**config.mk**
```make
export PLATFORM = sky130hd
export DESIGN_NAME = mult_seq
export DESIGN_NICKNAME = d
export VERILOG_FILES = /design/src/rtl/mult_seq.sv
export SDC_FILE = /design/constraint.sdc
export NUM_CORES = 1
export LEC_CHECK = 0
export ABC_AREA = 1
export CAP_MARGIN = 20
export CORE_ASPECT_RATIO = 2
export CORE_UTILIZATION = 50
export CTS_BUF_LIST = sky130_fd_sc_hd__clkbuf_4 sky130_fd_sc_hd__clkbuf_8 sky130_fd_sc_hd__clkbuf_16
export DETAILED_ROUTE_END_ITERATION = 8
export PLACE_DENSITY = 0.73
export SKIP_CTS_REPAIR_TIMING = 1
export SYNTH_ARGS = -nofsm -noshare
export SYNTH_HDL_FRONTEND = slang
export SYNTH_SLANG_ARGS = --single-unit
```
**constraint.sdc**
```tcl
create_clock -name i_clk -period 2.2 [get_ports i_clk]
set_clock_uncertainty 0.05 [all_clocks]
set_input_delay 0.55 -clock i_clk [delete_from_list [all_inputs] [get_ports i_clk]]
set_output_delay 0.55 -clock i_clk [all_outputs]
set_load 0.01 [all_outputs]
```
**src/rtl/mult_seq.sv**
```systemverilog
// -----------------------------------------------------------------------------
// mult_seq -- sequential radix-2 shift-add multiplier
//
// One multiplier bit is consumed per clock (LSB first). A new operation is
// accepted whenever o_ready is high (IDLE or DONE), which allows back-to-back
// multiplies with no idle cycle. The product register o_p is only updated on
// completion and otherwise holds its value.
//
// Build option:
//   MULT_SEQ_SIGNED_EN  defined   -> i_a, i_b, o_p are two's complement
//                       undefined -> i_a, i_b, o_p are unsigned (default)
//
// Ports:
//   i_clk    rising-edge clock
//   i_rst    synchronous active-high reset
//   i_start  begin a multiply (taken only while o_ready is high)
//   i_a      multiplicand, WIDTH bits
//   i_b      multiplier, WIDTH bits
//   o_ready  high when a start will be accepted
//   o_done   one-cycle pulse when o_p holds a new result
//   o_p      product, 2*WIDTH bits
// -----------------------------------------------------------------------------
module mult_seq #(
    parameter int WIDTH = 4
) (
    input  logic                 i_clk,
    input  logic                 i_rst,
    input  logic                 i_start,
    input  logic [WIDTH-1:0]     i_a,
    input  logic [WIDTH-1:0]     i_b,
    output logic                 o_ready,
    output logic                 o_done,
    output logic [2*WIDTH-1:0]   o_p
);

    // One guard bit above the product width so no carry is ever dropped.
    localparam int AW = 2 * WIDTH + 1;
    localparam int CW = (WIDTH > 2) ? $clog2(WIDTH) : 1;

    typedef enum logic [1:0] {
        S_IDLE = 2'd0,
        S_CALC = 2'd1,
        S_DONE = 2'd2
    } state_t;

    state_t             r_state, w_state_next;
    logic [AW-1:0]      r_mcand, w_mcand_next;
    logic [AW-1:0]      r_acc, w_acc_next;
    logic [AW-1:0]      w_sum;
    logic [WIDTH-1:0]   r_mplier, w_mplier_next;
    logic [CW-1:0]      r_cnt, w_cnt_next;
    logic [2*WIDTH-1:0] r_p, w_p_next;
    logic [2*WIDTH-1:0] w_result;
    logic [WIDTH-1:0]   w_mag_a, w_mag_b;
    logic               w_last;

`ifdef MULT_SEQ_SIGNED_EN
    logic r_neg, w_neg_next;
    logic w_neg_in;

    // Work on magnitudes; the most negative value maps to 2^(WIDTH-1),
    // which is still representable as an unsigned WIDTH-bit magnitude.
    assign w_mag_a  = i_a[WIDTH-1] ? -i_a : i_a;
    assign w_mag_b  = i_b[WIDTH-1] ? -i_b : i_b;
    assign w_neg_in = i_a[WIDTH-1] ^ i_b[WIDTH-1];
    assign w_result = r_neg ? -w_sum[2*WIDTH-1:0] : w_sum[2*WIDTH-1:0];
`else
    assign w_mag_a  = i_a;
    assign w_mag_b  = i_b;
    assign w_result = w_sum[2*WIDTH-1:0];
`endif

    // Partial sum for the multiplier bit currently at the LSB.
    assign w_sum  = r_acc + (r_mplier[0] ? r_mcand : {AW{1'b0}});
    assign w_last = (r_cnt == CW'(WIDTH - 1));

    assign o_ready = (r_state != S_CALC);
    assign o_done  = (r_state == S_DONE);
    assign o_p     = r_p;

    always_comb begin
        w_state_next  = r_state;
        w_mcand_next  = r_mcand;
        w_acc_next    = r_acc;
        w_mplier_next = r_mplier;
        w_cnt_next    = r_cnt;
        w_p_next      = r_p;
`ifdef MULT_SEQ_SIGNED_EN
        w_neg_next    = r_neg;
`endif
        case (r_state)
            S_IDLE, S_DONE: begin
                if (i_start) begin
                    w_state_next  = S_CALC;
                    w_mcand_next  = {{(WIDTH+1){1'b0}}, w_mag_a};
                    w_mplier_next = w_mag_b;
                    w_acc_next    = {AW{1'b0}};
                    w_cnt_next    = {CW{1'b0}};
`ifdef MULT_SEQ_SIGNED_EN
                    w_neg_next    = w_neg_in;
`endif
                end else begin
                    w_state_next = S_IDLE;
                end
            end
            S_CALC: begin
                // i_start is deliberately not looked at here.
                w_acc_next    = w_sum;
                w_mcand_next  = r_mcand << 1;
                w_mplier_next = r_mplier >> 1;
                w_cnt_next    = r_cnt + 1'b1;
                if (w_last) begin
                    // Final bit: load the finished product straight from the
                    // last partial sum so DONE coincides with the new value.
                    w_state_next = S_DONE;
                    w_p_next     = w_result;
                end
            end
            default: begin
                w_state_next = S_IDLE;
            end
        endcase
    end

    always_ff @(posedge i_clk) begin
        if (i_rst) begin
            r_state  <= S_IDLE;
            r_mcand  <= {AW{1'b0}};
            r_acc    <= {AW{1'b0}};
            r_mplier <= {WIDTH{1'b0}};
            r_cnt    <= {CW{1'b0}};
            r_p      <= {(2*WIDTH){1'b0}};
`ifdef MULT_SEQ_SIGNED_EN
            r_neg    <= 1'b0;
`endif
        end else begin
            r_state  <= w_state_next;
            r_mcand  <= w_mcand_next;
            r_acc    <= w_acc_next;
            r_mplier <= w_mplier_next;
            r_cnt    <= w_cnt_next;
            r_p      <= w_p_next;
`ifdef MULT_SEQ_SIGNED_EN
            r_neg    <= w_neg_next;
`endif
        end
    end

endmodule

```
# Yosys cells after proc, flatten, opt, wreduce, memory -nomap -nowiden
# Index checks and enable logic that the tools add are counted.
# totals
output_inout_bits,10
inputBits,11
reg_bits,34
word_cells,31
# classes
addsub,2
n_reduce_logical,5
eq_ne,6
muxes,12
# ops
op,count
9-bit one-hot mux with 2 select lines,2
9-bit 2-to-1 mux,3
9-bit adder,1
2-bit one-hot mux with 2 select lines,2
4-bit one-hot mux with 2 select lines,1
2-bit == test (second input constant),2
2-bit 2-to-1 mux,2
4-bit 2-to-1 mux,1
2-bit != test (second input constant),2
2-bit AND reduction,2
2-bit by 1-bit adder with 2-bit output (second input constant),1
2-bit by 1-bit == test with 1-bit output (second input constant),1
2-bit logical NOT,1
2-bit by 1-bit != test with 1-bit output (second input constant),1
2-bit nonzero test,1
2-bit OR reduction,1
1-bit 2-to-1 mux,1

# Longest topological paths before layout
# logic_depth
word_depth,4
mapped_depth,14
ltp_nobuf,13

# Least setup slack after synthesis
# No wires, ideal clock.
# synth_path
path_type,reg2reg
start,register r_mplier[0]
end,register r_acc[4]
period_less_slack_ps,1724
arrival_ps,1602
path_stages_with_launch,12
n_path_buf,1
required_time_ps,2078
setup_ps,72
slack_ps,476
path_cell_list,dfxtp_1 -> buf_2 -> nand2_1 -> inv_1 -> ha_1 -> fa_1 -> nand2_1 -> nand2_1 -> nand2_1 -> xor2_1 -> nand2_1 -> a21oi_1
# synth_between
elab_chain_cells,3
# synth_lines
element,line,source
from (decl),50,"logic [WIDTH-1:0] r_mplier, w_mplier_next;"
from (signal assigned),130,r_mplier <= {WIDTH{1'b0}};
from (signal assigned),140,r_mplier <= w_mplier_next;
9-bit 2-to-1 mux,74,assign w_sum = r_acc + (r_mplier[0] ? r_mcand : {AW{1'b0}});
9-bit adder,74,
9-bit one-hot mux with 2 select lines,91,case (r_state)
to (signal assigned),129,r_acc <= {AW{1'b0}};
to (signal assigned),139,r_acc <= w_acc_next;
to (decl),48,"logic [AW-1:0] r_acc, w_acc_next;"
# Every way passes these cells.
# A chain may end at the register's enable or synchronous reset.

# Worst setup path after layout
# layout_path
start,register r_state[0]
end,output o_ready
# layout_between
elab_chain_cells,1
# layout_lines
element,line,source
from (decl),46,"state_t r_state, w_state_next;"
from (signal assigned),137,r_state <= w_state_next;
2-bit by 1-bit != test with 1-bit output,77,assign o_ready = (r_state != S_CALC);
to (decl),31,"output logic o_ready,"
# Every way passes these cells.

==> summary.md <==
The flow ran to the end, and the final reports show no timing, DRC or antenna violations. The total routing usage reported by global routing was 0.217. For the post-DP HPWL, the log shows 2580 microns. The class of the worst hold path is reg2reg. Count of TritonRoute iterations in the first routing pass: 4. Once placement finished, the instance area stood at 0.00189 sq mm.

At the worst endpoint, the required time is 1600 ps. The worst-path maximum fanout works out to 10. The startpoint identified for the worst hold timing path is r_cnt[0]$_SDFFE_PP0P_.

In this run the deepest clock path goes through 2 buffers. TritonCTS built the clock tree. 0 antenna diodes ended up in the layout. The tools report the top-level I/O count as 21.

For the pin with the worst max-slew slack, the measured transition is 632 ps. In this run, distinct cell masters in the synthesized netlist total 30. The area enclosed by the die boundary is 0.00368 sq mm, and the clock network latency to the later pin of the worst-skew pair is 280 ps. The worst setup path is captured at a primary output.

The number of buffers added on ports came out at 20. The cell with the largest stage delay on the worst path is sky130_fd_sc_hd__clkdlybuf4s50_1. In the routed design, unresolved DRC markers number 0. Hold violation count in the final report: 0. For this design the static power due to leakage is 0.900 nW. By area the synthesized netlist is led by sky130_fd_sc_hd__dfxtp_1, sky130_fd_sc_hd__nand2_1, sky130_fd_sc_hd__ha_1. The tools report the number of nets in the finished design as 259. For this run, the slowest stage of the critical path takes 570 ps.

After the first detailed-routing iteration, the DRC count stood at 32. The number of nets with antenna violations after routing was 0. In this run the clock root is driven by a sky130_fd_sc_hd__clkbuf_8. The total CTS buffers is 5. The finished cells cover 0.00197 sq mm. In the routed layout, each cell is associated on average with a via count of 5.34.

The synthesized design contains 0 enable-type register cells. The most used flip-flop cell after synthesis is sky130_fd_sc_hd__dfxtp_1. The area growth from synthesis to layout is 15.2%. The instance count after placement with tap cells included was 263. The cell type with the largest total area after synthesis is sky130_fd_sc_hd__dfxtp_1. Wires add up to 3370 microns. The total of flip-flops plus latches after synthesis came out at 32. For the initial antenna violation count, the log shows 0. In this run the worst setup path begins at r_state[0]$_SDFFE_PP0P_.

The share of synthesized registers carrying an async set or reset is 0. The number of endpoints failing setup at the final stage is 0, and the peak ir drop on the vdd network is 0.585 mV. Walking the worst path, the cells encountered are nand2_4, clkdlybuf4s50_1. Setup repair after global routing left no endpoint under its margin. The clock input transition at the sequential cells of the worst setup and hold paths is 60 ps, and the number of global-route vias before repair is 1444.

Entering global routing, the biggest net connects 21 pins. The floorplan row count was 29. The fraction of final layout cells sized beyond drive strength 1 was 0.146. Once layout is complete, the cells apart from fillers number 270. The run gives 0.530 as the initial cell density of the core. The total design power is 1.19 mW.

At the worst endpoint, the arrival time is 1380 ps. Counting every sink on the clock net gives 32. Based on the critical path, the design can be clocked at up to 505 MHz. The worst path buffer plus inverter count was 1. The portion of the post-synthesis area used by sequential elements is 0.374. The area share of the largest cell type after synthesis was 0.374. Across the run, the number of max-cap violations was 0. The tools report the total overflow reported by the global router as 0.

Adding up every negative setup slack in the final design gives 0 ps. The largest delay contributor family on the critical path is buffers and inverters. The critical path is of the reg2out type. In this run the critical register-to-register path is launched from r_mplier[0]$_SDFFE_PP0P_.

The final period demand of the worst path is 1980 ps. The die is 43.4 microns wide. The worst hold margin was 410 ps; the routed wire length per instance was 12.5 microns. Power spread over the standard cell area amounts to 602 mW/mm^2. The depth of the CTS H-tree was 2; the post-synthesis net count was 239.

The first-pass GRT wire length is 6060 microns, and the part of the cycle the worst path needs is 0.899. The cell count after synthesis came out at 219. The worst setup path is launched from a flip-flop.

Yosys instantiated no cell more often than sky130_fd_sc_hd__nand2_1. Counting instances in the post-synthesis netlist gives the leading cell types as sky130_fd_sc_hd__nand2_1, sky130_fd_sc_hd__dfxtp_1, sky130_fd_sc_hd__inv_1, sky130_fd_sc_hd__nand3_1, sky130_fd_sc_hd__a21oi_1. The total number of vias was 1442.

At the end of routability-driven placement, the weighted congestion stood at 0.872. After floorplanning, the core was sized to cover 0.00323 sq mm. Summing every instance area after synthesis gives 0.00171 sq mm. In this run the vertical extent of the chip is 84.8 microns. The Yosys step of the flow raised 0 warnings. The worst max-slew margin expressed relative to the limit was 0.578; the final-layout fill cell count was 321. The max-slew violation count was 0; the synthesized area divided by synthesized cell count was 7.82 sq um.
[layer usage]
metal	part of all wire	GRT usage	up-vias	wire length [microns]
li1	-	-	739	-
met1	0.39	0.229	676	1310
met2	0.56	0.393	17	1890
met3	0.018	0.0409	10	60
met4	0.034	0.105	0	114
met5	0	0	-	0
[through the flow]
stage	setup slack, ps	util
floorplan	476	-
global placement	368	0.586
detailed placement	331	0.586
CTS	204	0.611
global route	72.2	0.611
finish	221	0.611
[layout by cell type, fill, tap and decap left out, types with 5 or more instances in the layout]
master / count
sky130_fd_sc_hd__nand3_1: 12
sky130_fd_sc_hd__nor3_1: 6
sky130_fd_sc_hd__clkdlybuf4s50_1: 20
sky130_fd_sc_hd__inv_1: 24
sky130_fd_sc_hd__a21oi_2: 9
sky130_fd_sc_hd__nand2_2: 9
sky130_fd_sc_hd__ha_1: 8
sky130_fd_sc_hd__clkbuf_8: 5
sky130_fd_sc_hd__a21oi_1: 11
sky130_fd_sc_hd__dfxtp_1: 32
sky130_fd_sc_hd__nor2_1: 10
sky130_fd_sc_hd__nand2_1: 60
sky130_fd_sc_hd__o221ai_1: 6
[flip-flops by register name (all words and copies together), names as in the netlist]
signal and flops:
o_p 8, r_acc 8, r_mcand 8, r_mplier 4
r_cnt 2, r_state 2
[report_power, final]
part           leakage (nW)  switching, mW  internal (mW)
clock                0.0445          0.197          0.227
sequential            0.260         0.0195          0.601
combinational         0.595         0.0869         0.0559
total                 0.900          0.303          0.884
[cells by family (layout without fill, tap and decap cells)]
group	Yosys count	in the layout	synth area share
XOR/XNOR	3	3	0.0153
flip-flops	32	32	0.374
buffers and inverters	36	56	0.105
AO/OA/AOI/OAI	34	34	0.144
AND/OR/NAND/NOR	105	105	0.291
adder cells (fa/ha/maj)	9	9	0.0701
[area by class of cell]
cell class	instances	area (sq um)	area share
Multi-Input combinational cell	151	892	0.452
Sequential cell	32	641	0.325
Clock inverter	1	5.00	0.00254
Clock buffer	6	76.3	0.0387
Inverter	28	113	0.0571
Timing Repair Buffer	21	208	0.105
Tap cell	31	38.8	0.0197
[worst paths after layout]
check / end / slack [ps] / depth (start not counted)
setup / recovery: o_ready / 220 / 2
hold reg to reg: r_cnt[0]$_SDFFE_PP0P_ / 410 / 1
hold / removal: r_cnt[0]$_SDFFE_PP0P_ / 410 / 1
setup reg to reg: r_acc[4]$_SDFFE_PP0P_ / 290 / 10
No activity file was read; power rests on OpenSTA's default activity.
